File: src/rtl/mcp3x08_pkg.sv
// Shared types and constants for the MCP3008/MCP3208 scanning controller.
// Frame geometry helpers live here so every file agrees on bit counts.
package mcp3x08_pkg;

    typedef enum logic [1:0] {
        S_IDLE,
        S_CS_SETUP,
        S_SHIFT,
        S_CS_HIGH
    } scan_state_t;

    localparam logic START_BIT       = 1'b1;
    localparam int   DATA_FIRST_EDGE = 7;

    function automatic int frame_bits(input int res);
        return 7 + res;
    endfunction

endpackage

File: src/rtl/mcp3x08_tick_gen.sv
// SCLK half-period timebase for the scanning ADC controller.
// Restarts on clear so every frame begins with a full setup period.
module mcp3x08_tick_gen #(
    parameter int CLK_DIV = 50
) (
    input  logic clk,
    input  logic rst_n,
    input  logic clear,
    output logic half_tick
);

    localparam int CW = (CLK_DIV > 2) ? $clog2(CLK_DIV) : 1;

    logic [CW-1:0] cnt;

    assign half_tick = (cnt == CW'(CLK_DIV - 1));

    // free-running modulo-CLK_DIV counter, restarted at frame start
    always_ff @(posedge clk or negedge rst_n) begin
        if (!rst_n) begin
            cnt <= '0;
        end else if (clear || half_tick) begin
            cnt <= '0;
        end else begin
            cnt <= cnt + 1'b1;
        end
    end

endmodule

File: src/rtl/mcp3x08_scan_adc.sv
// Round-robin scanning controller for MCP3008/MCP3208 SPI ADCs.
// Streams each sample and keeps the latest result per channel.
module mcp3x08_scan_adc
    import mcp3x08_pkg::*;
#(
    parameter int CLK_DIV  = 50,
    parameter int RES_BITS = 10
) (
    input  logic                  clk,
    input  logic                  rst_n,
    input  logic                  en,
    input  logic [7:0]            ch_mask,
    input  logic                  diff_mode,
    output logic                  spi_cs_n,
    output logic                  spi_clk,
    output logic                  spi_din,
    input  logic                  spi_dout,
    output logic                  busy,
    output logic                  sample_valid,
    output logic [2:0]            sample_ch,
    output logic [RES_BITS-1:0]   sample_data,
    output logic [8*RES_BITS-1:0] ch_data
);

    localparam int FB = frame_bits(RES_BITS);
    localparam int HW = $clog2(2 * FB);

    scan_state_t         state;
    scan_state_t         state_n;
    logic                half_tick;
    logic                setup_entry;
    logic                last_half;
    logic [HW-1:0]       hcnt;
    logic [HW-1:0]       edge_idx;
    logic [2:0]          ptr;
    logic [2:0]          cur_ch;
    logic [2:0]          pick;
    logic [4:0]          tx;
    logic [RES_BITS-1:0] rx;

    assign setup_entry = (state_n == S_CS_SETUP) && (state != S_CS_SETUP);
    assign last_half   = half_tick && (hcnt == HW'(2 * FB - 1));
    assign edge_idx    = hcnt >> 1;
    assign spi_din     = tx[4];

    mcp3x08_tick_gen #(
        .CLK_DIV(CLK_DIV)
    ) u_tick (
        .clk      (clk),
        .rst_n    (rst_n),
        .clear    (setup_entry),
        .half_tick(half_tick)
    );

    // next-state logic for the frame sequencer
    always_comb begin
        state_n = state;
        unique case (state)
            S_IDLE:     if (en && |ch_mask) state_n = S_CS_SETUP;
            S_CS_SETUP: if (half_tick) state_n = S_SHIFT;
            S_SHIFT:    if (last_half) state_n = S_CS_HIGH;
            S_CS_HIGH: begin
                if (half_tick) begin
                    state_n = (en && |ch_mask) ? S_CS_SETUP : S_IDLE;
                end
            end
            default:    state_n = S_IDLE;
        endcase
    end

    // next enabled channel at or above ptr, wrapping 7 to 0
    always_comb begin
        pick = ptr;
        for (int i = 7; i >= 0; i--) begin
            if (ch_mask[ptr + 3'(i)]) pick = ptr + 3'(i);
        end
    end

    // state register with registered chip select and busy
    always_ff @(posedge clk or negedge rst_n) begin
        if (!rst_n) begin
            state    <= S_IDLE;
            busy     <= 1'b0;
            spi_cs_n <= 1'b1;
        end else begin
            state    <= state_n;
            busy     <= (state_n != S_IDLE);
            spi_cs_n <= !((state_n == S_CS_SETUP) || (state_n == S_SHIFT));
        end
    end

    // channel pointer: latch pick at frame start, rewind when idle
    always_ff @(posedge clk or negedge rst_n) begin
        if (!rst_n) begin
            ptr    <= '0;
            cur_ch <= '0;
        end else if (setup_entry) begin
            cur_ch <= pick;
            ptr    <= pick + 3'd1;
        end else if (state_n == S_IDLE) begin
            ptr <= '0;
        end
    end

    // SCLK generation, DIN shift-out on falls, DOUT capture on rises
    always_ff @(posedge clk or negedge rst_n) begin
        if (!rst_n) begin
            hcnt    <= '0;
            spi_clk <= 1'b0;
            tx      <= '0;
            rx      <= '0;
        end else if (setup_entry) begin
            hcnt    <= '0;
            spi_clk <= 1'b0;
            tx      <= {START_BIT, !diff_mode, pick};
            rx      <= '0;
        end else if ((state == S_SHIFT) && half_tick) begin
            hcnt    <= hcnt + 1'b1;
            spi_clk <= !spi_clk;
            if (!spi_clk) begin
                if (edge_idx >= HW'(DATA_FIRST_EDGE)) begin
                    rx <= {rx[RES_BITS-2:0], spi_dout};
                end
            end else begin
                tx <= {tx[3:0], 1'b0};
            end
        end
    end

    // deliver the finished conversion as the frame closes
    always_ff @(posedge clk or negedge rst_n) begin
        if (!rst_n) begin
            sample_valid <= 1'b0;
            sample_ch    <= '0;
            sample_data  <= '0;
            ch_data      <= '0;
        end else begin
            sample_valid <= 1'b0;
            if ((state == S_SHIFT) && last_half) begin
                sample_valid <= 1'b1;
                sample_ch    <= cur_ch;
                sample_data  <= rx;
                ch_data[int'(cur_ch) * RES_BITS +: RES_BITS] <= rx;
            end
        end
    end

endmodule
File: config.mk
export PLATFORM = sky130hd
export DESIGN_NAME = mcp3x08_scan_adc
export DESIGN_NICKNAME = d
export VERILOG_FILES = /design/src/rtl/mcp3x08_pkg.sv /design/src/rtl/mcp3x08_tick_gen.sv /design/src/rtl/mcp3x08_scan_adc.sv
export SDC_FILE = /design/constraint.sdc
export NUM_CORES = 1
export LEC_CHECK = 0
export CAP_MARGIN = 5
export CORE_MARGIN = 8
export CORE_UTILIZATION = 40
export DETAILED_ROUTE_END_ITERATION = 8
export GPL_ROUTABILITY_DRIVEN = 0
export PLACE_DENSITY = 0.58
export SLEW_MARGIN = 10
export SYNTH_ARGS = -nofsm -noshare
export SYNTH_HDL_FRONTEND = slang
export SYNTH_HIERARCHICAL = 1
export SYNTH_SLANG_ARGS = --single-unit
File: constraint.sdc
create_clock -name clk -period 9.7 [get_ports clk]
set_input_delay 1.455 -clock clk [delete_from_list [all_inputs] [get_ports clk]]
set_output_delay 1.455 -clock clk [all_outputs]
set_load 0.01 [all_outputs]
**Yosys cells after proc, flatten, opt, wreduce, memory -nomap -nowiden**

Cells that the tools add are included.
Widths: inputs -> output; s select.

- Flip-flop bits (word level): 132
- Latch bits: 0
- Memory bits (writable): 0
- Memory bits (read-only): 0
- Bits of input ports: 13
- Output and inout port bits: 98
- Word-level logic and storage cells: 112
- Memories: 0

- Add/sub/neg operators: 11
- Multiply operators: 1
- Div/mod/pow operators: 0
- Magnitude comparators: 9
- Equal/unequal tests: 9
- Shift operators: 2
- Muxes and demuxes: 46
- Bitwise logic cells: 0
- Reduce and logical (&&, ||, !) cells: 20

Operators with widths:

| operator | count |
|---|---|
| $bwmux 80 | 1 |
| $shift 10x33->80 const A | 1 |
| $shiftx 10x33->80 | 1 |
| $mux 10 | 4 |
| $neg 7->33 | 1 |
| $lt 3x4->1 const B | 8 |
| $mux 3 | 10 |
| $bmux 1 s3 | 8 |
| $mux 6 | 3 |
| $mux 5 | 3 |
| $add 3x3->3 const B | 4 |
| $add 6x1->6 const B | 2 |
| $eq 6x6->1 const B | 2 |
| $mux 1 | 12 |
| $reduce_bool 2->1 | 5 |
| $mux 2 | 4 |
| $pmux 2 s4 | 1 |
| $reduce_or 8->1 | 1 |
| $add 3x1->3 const B | 2 |
| $add 3x2->3 const B | 2 |
| $eq 2x2->1 const B | 3 |
| $mul 3x3->6 const B | 1 |
| $ge 5x3->1 const B | 1 |
| $logic_and 1x1->1 | 5 |
| 7 further kinds | 13 |

**Logic depth before layout (Yosys ltp)**

- Word-level depth: 13
- Mapped depth: 15
- Mapped depth without buffers: 13

**Hierarchy**

The synthesis kept the hierarchy.

By module, submodules not included:

| module | instances | cells each | area each (um^2) | sequential area each (um^2) |
|---|---|---|---|---|
| mcp3x08_scan_adc | 1 | 823 | 7514.7 | 3154.3 |
| mcp3x08_tick_gen | 1 | 26 | 281.5 | 150.1 |

**Worst setup path after synthesis**

No wires, ideal clock.

- Path kind: input to register
- Start point: input ch_mask[4]
- End point: register ptr[2]
- Setup time: 0.069 ns
- Arrival: 3.778 ns
- Required time: 9.631 ns
- Slack: 5.853 ns
- Cell stages on the path: 9
- Buffers on the path: 0
- Cell sequence: mux4_1 mux2_2 a22oi_1 o32a_1 a31oi_4 xnor2_2 ha_1 or4_1 nand3_1

- Word-level cells in the longest chain between the ends: 12
- Elaborated cells between the ends (all ways): 36
- Those cells by class: 1 x add/sub; 1 x eq/ne; 29 x mux; 5 x reduce/logical

RTL lines:

| item | RTL line | text |
|---|---|---|
| from (decl) | mcp3x08_scan_adc.sv:12 | `input logic [7:0] ch_mask,` |
| $bmux 1 s3 | mcp3x08_scan_adc.sv:75 | `if (ch_mask[ptr + 3'(i)]) pick = ptr + 3'(i);` |
| $mux 1 (not written as such) | mcp3x08_scan_adc.sv:75 |  |
| $mux 3 (7 in a row) | mcp3x08_scan_adc.sv:75 |  |
| $mux 3 (*) | mcp3x08_scan_adc.sv:75 |  |
| via pick[0] | mcp3x08_scan_adc.sv:37 | `logic [2:0] pick;` |
| $add 3x1->3 (*) | mcp3x08_scan_adc.sv:99 | `ptr <= pick + 3'd1;` |
| $mux 3 (*) | mcp3x08_scan_adc.sv:97 | `end else if (setup_entry) begin` |
| to (signal assigned) | mcp3x08_scan_adc.sv:99 |  |
| to (decl) | mcp3x08_scan_adc.sv:35 | `logic [2:0] ptr;` |

Mark *: on every way through the listed nets, which the timed path passes. The rest lies on a longest branch. The select of a mux whose other input is x is not followed.
A chain may end at the register's enable or synchronous reset.

**Worst setup path after layout**

- Start point: register cur_ch[0]
- End point: register ch_data[25]

- Word-level cells in the longest chain between the ends: 4
- Elaborated cells between the ends (all ways): 5
- Those cells by class: 1 x add/sub; 1 x mul; 2 x shift; 1 x mux

RTL lines:

| item | RTL line | text |
|---|---|---|
| from (decl) | mcp3x08_scan_adc.sv:36 | `logic [2:0] cur_ch;` |
| from (signal assigned) | mcp3x08_scan_adc.sv:98 | `cur_ch <= pick;` |
| $mul 3x3->6 (*) | mcp3x08_scan_adc.sv:143 | `ch_data[int'(cur_ch) * RES_BITS +: RES_BITS] <= rx;` |
| $neg 7->33 (*) | mcp3x08_scan_adc.sv:143 |  |
| $shiftx 10x33->80 / $shift 10x33->80 (equally long branches) | mcp3x08_scan_adc.sv:143 |  |
| $bwmux 80 (*) | mcp3x08_scan_adc.sv:143 |  |
| to (signal, indexed assignment) | mcp3x08_scan_adc.sv:143 |  |
| to (decl) | mcp3x08_scan_adc.sv:22 | `output logic [8*RES_BITS-1:0] ch_data` |

Every way passes the cells marked *; elsewhere a longest branch is shown, timed or not.

==> impl_summary.txt <==
----------------------------------------------------
[Yosys]
  Area share of the leading cell type in the synthesized netlist ... 42.05%
  Share of the yosys chip area belonging to registers ... 42.38%
  Post-Syn Instances ... about 850
  Flip-flop and latch count after synthesis ... 132
  Synth Flop Type ... dfrtp_1
  Number of enable flip-flop cells after synthesis ... 0
  Syn Std Cell Area ... 7796 um2
  Top post-synthesis cells by count ... nand2_1, dfrtp_1, o21ai_0
  Top post-synthesis cells by area ... dfrtp_1, nand2_1, o21ai_0
  Synthesized Nets ... about 900
  Leading area contributor after synthesis ... dfrtp_1
  Average size of a mapped cell ... 9.183 um2
  Post-synth ARST share ... 100.0%
  Most common cell in the netlist ... nand2_1
  Netlist cell types ... 83
  Yosys synthesis warning count ... 6

[Placement]
  Count of input and output buffers ... 110
  DP HPWL ... 16,820 um
  Cell count after placement ... around 1,200

[Clocking]
  CTS Root Cell ... clkbuf_16
  Post-CTS Hold Fix Bufs ... 0
  CTS tree ... done
  Inserted Clock Buffers ... 17
  Buffers inserted during post-CTS setup optimization ... 0
  Clock latency on the worst-skew pair ... between 0.4 and 0.5 ns
  Max Root-Sink Buffers ... 2
  H-tree levels ... 4
  Clock sink total ... 132
  Register clock-pin slew on the reported worst setup and hold paths ... 0.06 ns
  CTS-repair resized insts ... 0

[Worst setup path]
  Type of the worst setup path ... reg -> reg
  Biggest fanout along the worst timing path ... 26
  R2r worst-path depth ... 13
  Worst reg2reg path endpoint ... ch_data[25]
  Register-to-register path setup slack ... about 5.1 ns
  Startpoint of the worst register-to-register path ... cur_ch[0]
  CP Data Required Time ... 9.99 ns
  Data arrival at the endpoint of the critical path ... 4.91 ns
  Critical path startpoint category ... flop
  Setup crit end kind ... flop

[Drt]
  Detailed-route via count ... 6,818
  DR DRC count ... 0
  Total wirelength of the detailed-routed design ... 22,430 um
  Vias per Instance ... 5.575
  Count of antenna-violating nets left after detailed routing ... 0
  Average wire per cell in the routed design ... between 15 and 20 um
  Length of the first detailed-routing pass in iterations ... 6
  Iteration-0 DRC count of the detailed router ... 530

[Global routing]
  Gr usage total ... between 10% and 20%
  Maximum number of pins on one net before global-route repair ... 71
  First-pass GRT wire length ... 36,130 um
  Total overflow reported by the global router ... 0
  Number of antenna violations at the first check in global routing ... 0
  Number of global-route vias before repair ... 6,629

[Final layout]
  Finished Layout Cells ... between 1,000 and 1,500
  Nets ... 973
  Layout-stage area growth over the synthesis result ... 23.70%
  Fraction of final layout cells with drive strength greater than 1 ... about 11%
  N_diodes ... 0
  Number of filler cells placed in the layout ... 1,827

[Timing]
  Final number of setup-violating endpoints ... 0
  Post-route worst hold slack ... 0.4668 ns
  Min Clock Period, post-route ... ~4.6 ns
  Clock Skews ... 0.006515 ns
  Final Hold Violating Endpoints ... 0
  Final critical-path share of the clock period ... 47.67%
  Post-Route Setup TNS ... 0 ns
  Fmax ... 216.3 MHz
  Setup repair after global routing missed its margin ... false
  Slew @ Worst Pin ... approximately 1.1 ns
  Headroom to the max-slew limit ... approximately 29%
  Max-slew violation count ... 0

[Floorplan]
  Site Rows ... 51
  CORE AREA ... 19,270 um2
  Horizontal die dimension ... 155.6 um
  Ports ... 111
  Starting density of the core ... 40.46%
  Vertical extent of the die ... 155.6 um
  Floorplan die area ... ~24,000 um2

[Power]
  Peak ir drop on the vdd network ... 121.2 uV
  Total net switching power ... 0.2562 mW
  Switching part of the total power ... between 20% and 30%
  Internal power of the cells ... 0.9097 mW
  Power consumption ... around 1.2 mW
  Static Leakage ... 3.857 nW
  Sequential group share of total power ... 47.3%
  Power per cell area ... between 100 and 150 nW/um2
  Combinational cell fraction of total power ... 3.0%
  Share of power burned in the clock network ... just under 50%

[Run]
  Number of violations of the max-capacitance limit ... 0

[Hold path]
  Path class of the lowest-slack min-delay path ... reg -> reg
  HP Start ... sample_data[7]
  Number of stages on the worst hold path ... 2
  Hold worst-path end ... sample_data[7]

[Status]
  Status ... complete, no violations

----------------------------------------------------
[through the flow]
| stage | util (%) | instance area, um2 | worst slack [ns] |
|---|---|---|---|
| 2_1_floorplan | - | 7796 | 5.853 |
| 3_3_place_gp | 47.27 | 9110 | 5.171 |
| 3_5_place_dp | 47.27 | 9110 | 5.128 |
| 4_1_cts | 50.05 | 9644 | 5.183 |
| 5_1_grt | 50.05 | 9644 | 4.833 |
| 6_report | 50.05 | 9644 | 5.076 |
[logic make-up (layout without fill, tap and decap cells)]
family / count (synthesis) / count (layout) / synth area share [%]
simple gates: 343 / 343 / 20.69
compound gates: 211 / 211 / 17.35
flops: 132 / 132 / 42.38
mux: 69 / 69 / 11.46
buf+inv: 60 / 169 / 3.386
xor+xnor: 19 / 19 / 2.327
fa+ha+maj: 15 / 15 / 2.407
[power by group through the flow]
stage	Clock, mW	Combinational, mW	Sequential (mW)
2_1_floorplan	0	0.0143	0.561
3_3_place_gp	0	0.0359	0.561
3_5_place_dp	0	0.0362	0.561
4_1_cts	0.593	0.0362	0.551
5_1_grt	0.617	0.0403	0.551
6_report	0.579	0.0355	0.551
[final cells by class]
class                   count  area (um2)  area share [%]
well taps                 265       331.6           3.438
clock inverters             8       52.55          0.5449
multi-input cells         657        4248           44.05
inverters                  21       78.83          0.8173
clock buffers              24       481.7           4.995
flip-flops and latches    132        3304           34.26
repair buffers            116        1147           11.90
[per-layer routing]
metal	track usage, %	routed length [um]
met5	0	0
met4	8.457	758
met1	23.38	9515
met3	4.765	1601
met2	30.61	10560
[placed cells by master (no fill, tap or decap), drive strengths merged, types with 4 or more instances in the layout]
| cell type | Yosys | layout |
|---|---|---|
| nand2 | 158 | 158 |
| dfrtp | 131 | 131 |
| clkdlybuf4s50 | 0 | 109 |
| o21ai | 79 | 79 |
| nor2 | 69 | 69 |
| a21oi | 38 | 38 |
| mux2 | 36 | 36 |
| nand3 | 27 | 27 |
| nor3 | 25 | 25 |
| clkbuf | 21 | 24 |
| mux2i | 21 | 21 |
| inv | 20 | 20 |
| or3 | 16 | 16 |
| ha | 15 | 15 |
| o22ai | 14 | 14 |
| a31oi | 13 | 13 |
| mux4 | 12 | 12 |
| xor2 | 11 | 11 |
| o221ai | 8 | 8 |
| xnor2 | 8 | 8 |
| nor4 | 7 | 7 |
| and3 | 7 | 7 |
| a211oi | 7 | 7 |
| a311oi | 7 | 7 |
| buf | 18 | 7 |
| clkinv | 1 | 7 |
| nand4 | 6 | 6 |
| o21a | 5 | 5 |
| nand2b | 4 | 4 |
| a22oi | 4 | 4 |
[worst max-delay path, cell delays in order (launching register included)]
cell and delay (ns):
dfrtp_1 0.90, ha_1 0.27, ha_1 0.16, inv_1 0.05, ha_1 0.38, or3_1 0.46, nor3_1 0.16, ha_1 0.43
inv_1 0.14, nor4_1 0.65, nand2_1 0.34, or3_1 0.38, o21ai_0 0.08, a21oi_1 0.08
[state kept, by name, indices dropped and copies added, names as in the netlist]
name,count
ch_data,80
rx,10
sample_data,10
hcnt,6
u_tick/cnt,6
tx,5
cur_ch,3
ptr,3
sample_ch,3
state,2
busy,1
sample_valid,1
spi_clk,1
spi_cs_n,1
[worst max path at each step]
| stage | startpoint | endpoint | cells past startpoint |
|---|---|---|---|
| 4_1_cts | cur_ch[0] | ch_data[25] | 13 |
| 5_1_grt | cur_ch[0] | ch_data[25] | 13 |
| 3_3_place_gp | ch_mask[4] | ptr[2] | 10 |
| 3_5_place_dp | ch_mask[4] | ptr[2] | 10 |
| 6_report | cur_ch[0] | ch_data[25] | 13 |
| 2_1_floorplan | ch_mask[4] | ptr[2] | 9 |
Power figures use the tool's default switching activity.
